**config.mk**
```make
export PLATFORM = sky130hd
export DESIGN_NAME = sat_counter
export DESIGN_NICKNAME = d
export VERILOG_FILES = /design/src/rtl/sat_counter.sv
export SDC_FILE = /design/constraint.sdc
export NUM_CORES = 1
export LEC_CHECK = 0
export CAP_MARGIN = 10
export CORE_AREA = 2 2 39 41
export DETAILED_ROUTE_END_ITERATION = 7
export DIE_AREA = 0 0 41 43
export GPL_TIMING_DRIVEN = 0
export SETUP_SLACK_MARGIN = 0.5
export SLEW_MARGIN = 10
export SYNTH_ARGS = -nofsm -noshare
export SYNTH_HDL_FRONTEND = slang
export SYNTH_SLANG_ARGS = --single-unit
```
**constraint.sdc**
```tcl
create_clock -name i_clk -period 3.15 [get_ports i_clk]
set_clock_uncertainty 0.05 [all_clocks]
set_input_delay 0.945 -clock i_clk [delete_from_list [all_inputs] [get_ports i_clk]]
set_output_delay 0.945 -clock i_clk [all_outputs]
set_load 0.005 [all_outputs]
```
**src/rtl/sat_counter.sv**
```systemverilog
// Up-counter with synchronous clear that saturates at SAT; exposes its next value.
module sat_counter #(
  parameter int unsigned WIDTH = 3,
  parameter int unsigned SAT   = 6
) (
  input  logic             i_clk,
  input  logic             i_rst_n,
  input  logic             i_clear,
  input  logic             i_inc,
  output logic [WIDTH-1:0] o_count,
  output logic [WIDTH-1:0] o_count_next
);

  localparam logic [WIDTH-1:0] SAT_V = WIDTH'(SAT);

  logic [WIDTH-1:0] r_count;

  always_comb begin
    o_count_next = r_count;
    if (i_clear)
      o_count_next = '0;
    else if (i_inc && (r_count != SAT_V))
      o_count_next = r_count + WIDTH'(1);
  end

  always_ff @(posedge i_clk) begin
    if (!i_rst_n)
      r_count <= '0;
    else
      r_count <= o_count_next;
  end

  assign o_count = r_count;

endmodule

```
==> qor.yml, run 1 <==
synth:
  synth_cells: 24
  synth_edf_count: 0
  avgSynthCellArea_sq_um: 10.37
  yosysSeqAreaShare_pct: 24.12
  synth.distinct_cells: 15
  ys_seq_elements: 3
  ys_warn_count: 0
  synth_ff_type: "dfxtp_1"
  synth-async-reset-ratio_pct: 0
  synth_nets: 30
  netlist_area_sq_um: 249.0
die:
  fp-row-count: 14
  die_x_um: 41
  coreArea_sq_mm: 0.001384
  start_util_pct: 17.99
  die_area_sq_mm: 0.001763
  die_h_um: 43
  ios: 10
drt:
  routedWlPerCell_um: 9.352
  num_vias: 222
  drcViolationCount: 0
  vias_per_cell: 4.111
  antenna_left: 0
  drt-initial-drc-count: 1
  dr.pass1.iters: 2
  wirelength_um: 505
worst_setup_path:
  cp.arrival_ns: 1.74
  path_class: "in2out"
  crit_path_start_kind: "primary input"
  endpoint_kind: "primary output"
  r2r-start: "o_count[0]$_SDFF_PN0_"
  r2r_end: "o_count[1]$_SDFF_PN0_"
  crit_required_ns: 2.15
  r2r_cells: 6
  rrSetupSlack_ns: 1.79
  crit_path_max_fanout: 3
timing:
  timing.fmax_mhz: 365.2
  worst_hold_slack_ns: 0.4708
  min_period_over_period_pct: 86.94
  final-max-slew-violation-count: 0
  worstMarginPinSlew_ns: 0.2407
  slew_headroom_pct: 83.95
  finalHoldViolCount: 0
  setup_violations: 0
  rsz0062_at_grt: "yes"
  min_period_ns: 2.739
global_route:
  grt_pass1_wl_um: 883
  grt_use_total_pct: 7.816
  grt_max_degree: 11
  grt-ovfl-total: 0
  grt_pass1_vias: 212
  grt_antenna_before_repair: 0
clock_tree:
  root_buffer: "clkbuf_4"
  cts_tree: "built"
  clk_latency_ns: 0.23
  clk_pin_slew_worst_paths_ns: 0.03
  clock_path_buffers: 2
  clkSinkCount: 3
  htree_num_levels: 1
  cts_hold_buf: 0
  cts_buffers: 3
hold_path:
  hold_depth: 2
  hp-start: "o_count[0]$_SDFF_PN0_"
  hold_class: "reg2reg"
  min_to: "o_count[0]$_SDFF_PN0_"
finish:
  final.fill_count: 158
  synthToLayoutAreaGrowth_pct: 63.32
  final_area_sq_um: 406.6
  drive_above_1_share_pct: 42.11
  fin_nets: 45
  largest_reg_flops: 3
  multi_input_area_sq_um: 186.4
  n_antenna_cell: 0
  area.sequential_sq_um: 61.31
job:
  drv_cap: 0
power_and_ir_drop:
  p_leak_nw: 0.1780
  vdd_ir_drop_max_uv: 110.0
  p_per_area_mw_per_mm2: 320.5
place:
  postPlaceCellArea_sq_um: 349.1
  io_buffer_count: 8
  gp_congestion: 0.6528
run_status:
  outcome: "completed"
## Yosys cell counts, drive strengths merged, types with 2 or more instances
cell	number	area share, %
ha	2	10
mux2i	2	8.0
nor2b	2	5.0
nand3b	2	6.0
nor2	2	3.0
dfxtp	3	24
mux2	2	9.0
or3b	2	7.0
## power breakdown
group          switching [mW]  total (mW)  internal [mW]
logic                 0.00806      0.0240         0.0159
clock network          0.0183      0.0657         0.0474
registers             0.00140      0.0407         0.0393
## area by class of cell
class,count,area share [%]
multi-input combinational,19,45.85
tap,16,4.923
inverter,1,0.9231
sequential,3,15.08
buffer,1,2.769
timing repair buffer,10,24.00
clock buffer,4,6.462
## cells by family (layout without fill, tap and decap cells)
group           Yosys count  in the layout  synth area share [%]
fa+ha+maj                 2              2                 10.05
simple gates             11             11                 33.16
buf+inv                   2             16                 6.028
compound gates            2              2                 9.547
flops                     3              3                 24.12
mux                       4              4                 17.09
## cells in the final DEF (no fill, tap or decap)
master           count
nor2b_1              2
nand3b_1             2
dfxtp_2              1
clkbuf_2             1
inv_1                1
mux2i_1              2
nor3_2               1
dfxtp_1              2
or3b_1               2
clkbuf_4             3
mux2_4               2
nor4b_2              1
nor2_1               2
clkdlybuf4s50_1      4
buf_6                5
clkbuf_1             1
ha_1                 2
buf_4                1
a21oi_1              1
and4b_1              1
a21boi_4             1
## what timing repair did
item | CTS | global route
hold endpoints to repair | 0 | 0
endpoints found under the setup margin | 3 | 3
resized for setup | 20 | 3
setup buffers | 2 | 0
## metrics by stage
step                utilization (%)  total power [mW]  worst slack (ns)  TNS [ns]  instances
finish                        29.39            0.1303            0.4115         0         54
global route                  29.39            0.1411            0.3817         0         54
CTS                           29.20            0.1340            0.4066         0         54
detailed placement            25.23           0.06087           -0.3468   -0.8873         48
global placement              25.23           0.06096           -0.3560   -0.8969         48
floorplan                         -           0.05185            0.6523         0         24
## worst max-delay path: stages
cell and delay (ns):
buf_6 0.07, a21boi_4 0.19, buf_6 0.12, mux2_4 0.29
buf_6 0.11
## worst max-delay path by stage
stage                     start         endpoint  depth (start not counted)
after detailed placement  i_inc  o_count_next[0]                          4
after global routing      i_inc  o_count_next[0]                          5
after CTS                 i_inc  o_count_next[0]                          5
final                     i_inc  o_count_next[0]                          5
after floorplan           i_inc  o_count_next[0]                          2
after global placement    i_inc  o_count_next[0]                          4
## layer usage
| layer | part of all wire [%] | wire (um) | global-route usage [%] | vias to the layer above |
|---|---|---|---|---|
| li1 | - | - | - | 115 |
| met1 | 46 | 232 | 10.86 | 100 |
| met2 | 47 | 236 | 9.063 | 7 |
| met3 | 7.1 | 36 | 1.571 | 0 |
| met4 | 0 | 0 | 8.000 | 0 |
| met5 | 0 | 0 | 0 | - |
(Power assumes the default switching activity.)
==> run 2: changes to the inputs <==
Clock period 3.15 ns to 2.7 ns, I/O delays scaled along.
==> run 2 against run 1 <==
Net effect: cell count is 1.9% higher; hold slack lost 0.0034 ns; sequential power grew 15%; clock power is 17% higher; first-iteration DRC count unchanged; die area unchanged; combinational power grew 18%; critical path type unchanged; largest cell class unchanged.
==> qor.yml, run 2 (same netlist as run 1, synthesis figures left out) <==
power_and_ir_drop:
  p_per_area_mw_per_mm2: 361.7
  power.total_uw: 152.1
  vdd_ir_drop_max_uv: 127.0
  p_leak_nw: 0.1838
timing:
  min_period_over_period_pct: 91.43
  min_period_ns: 2.469
  slew_headroom_pct: 83.09
  setup_violations: 0
  fin_setup_tns_ns: 0
  timing.fmax_mhz: 405.1
  worst_hold_slack_ns: 0.4674
  rsz0062_at_grt: "yes"
  worstMarginPinSlew_ns: 0.2537
  fin_ws_ns: 0.2314
  final-max-slew-violation-count: 0
  finalHoldViolCount: 0
worst_setup_path:
  path_buf_inv: 3
  path_class: "in2out"
  critical_path.top_delay_family: "buffers and inverters"
  crit_path_max_fanout: 3
  max_stage_delay_ns: 0.29
  crit_chain: "buf_6 -> a21boi_4 -> buf_6 -> mux2_4 -> buf_6"
  crit_slowest_cell: "mux2_4"
  crit_required_ns: 1.84
  cp_common_cell: "buf_6"
  crit_path_start_kind: "primary input"
  cp.arrival_ns: 1.61
  endpoint_kind: "primary output"
  rrSetupSlack_ns: 1.38
drt:
  wirelength_um: 540
  drt-initial-drc-count: 1
  drcViolationCount: 0
  routedWlPerCell_um: 9.818
  num_vias: 228
  antenna_left: 0
  dr.pass1.iters: 2
  vias_per_cell: 4.145
finish:
  synthToLayoutAreaGrowth_pct: 68.84
  final_area_sq_um: 420.4
  drive_above_1_share_pct: 48.72
  final.fill_count: 159
  layout_commonest_cell: "buf_6"
  layout_common_cells: "buf_6 (5), clkdlybuf4s50_1 (4), clkbuf_4 (3)"
  multi_input_area_sq_um: 188.9
  area.sequential_sq_um: 65.06
  finalNonFillerCells: 55
  finish.utilization_pct: 30.38
  largest_reg_flops: 3
  n_antenna_cell: 0
  fin_nets: 46
clock_tree:
  clk_pin_slew_worst_paths_ns: 0.03
  cts_tree: "built"
  root_buffer: "clkbuf_4"
  htree_num_levels: 1
  clk_latency_ns: 0.23
  clock_path_buffers: 2
  cts_buffers: 3
  clkSinkCount: 3
die:
  die_x_um: 41
  coreArea_sq_mm: 0.001384
  start_util_pct: 17.99
  die_area_sq_mm: 0.001763
  die_h_um: 43
  ios: 10
  fp-row-count: 14
global_route:
  grt_use_total_pct: 8.116
  grt-ovfl-total: 0
  grt_antenna_before_repair: 0
  grt_pass1_vias: 218
  grt_pass1_wl_um: 917
  grt_max_degree: 11
run_status:
  outcome: "completed"
job:
  drv_cap: 0
place:
  dp_slack_ns: -0.5268
  io_buffer_count: 8
  postPlaceCellArea_sq_um: 349.1
  post-place-cells: 48
  gp_congestion: 0.6528
hold_path:
  hold_class: "reg2reg"
## run 2: changes by cell type in the layout (fill, tap and decap cells not counted), sizes merged
cell / change
buf: +2
clkbuf: -1
## run 2: repair_timing
action                                 4_1_cts  5_1_grt
buffers inserted                             3        0
endpoints found under the hold margin        0        0
setup endpoints to repair                    3        3
pin swaps                                    2        1
hold buffers                                 0        0
gates resized for setup                     25        2
## run 2: worst reg2reg max path, stage by stage (launching register included)
cell,delay (ns)
dfxtp_4,0.35
inv_1,0.06
ha_2,0.19
and4b_1,0.22
buf_4,0.14
nor4b_2,0.22
## run 2: where the power goes
| part | internal [mW] | switching (mW) | leakage [nW] |
|---|---|---|---|
| logic | 0.0188 | 0.00959 | 0.143 |
| clock network | 0.0553 | 0.0215 | 0.0150 |
| registers | 0.0453 | 0.00166 | 0.0255 |
## run 2: per-layer routing
layer,vias to the layer above,GRT usage (%),wire (um)
met5,-,0,0
met1,104,10.86,233
met4,0,8.000,0
li1,117,-,-
met3,0,1.571,36
met2,7,10.00,270
## run 2: final cells by class
class | instances | share of cell area (%)
multi-input cells | 19 | 44.94
repair buffers | 11 | 25.00
flip-flops and latches | 3 | 15.48
clock buffers | 4 | 6.250
well taps | 16 | 4.762
plain buffers | 1 | 2.679
inverters | 1 | 0.8929
## run 2: worst paths after layout
kind                    startpoint                     to  cells after the start
max                          i_inc        o_count_next[0]                      5
min          o_count[1]$_SDFF_PN0_  o_count[1]$_SDFF_PN0_                      2
max reg2reg  o_count[0]$_SDFF_PN0_  o_count[2]$_SDFF_PN0_                      5
min reg2reg  o_count[1]$_SDFF_PN0_  o_count[1]$_SDFF_PN0_                      2
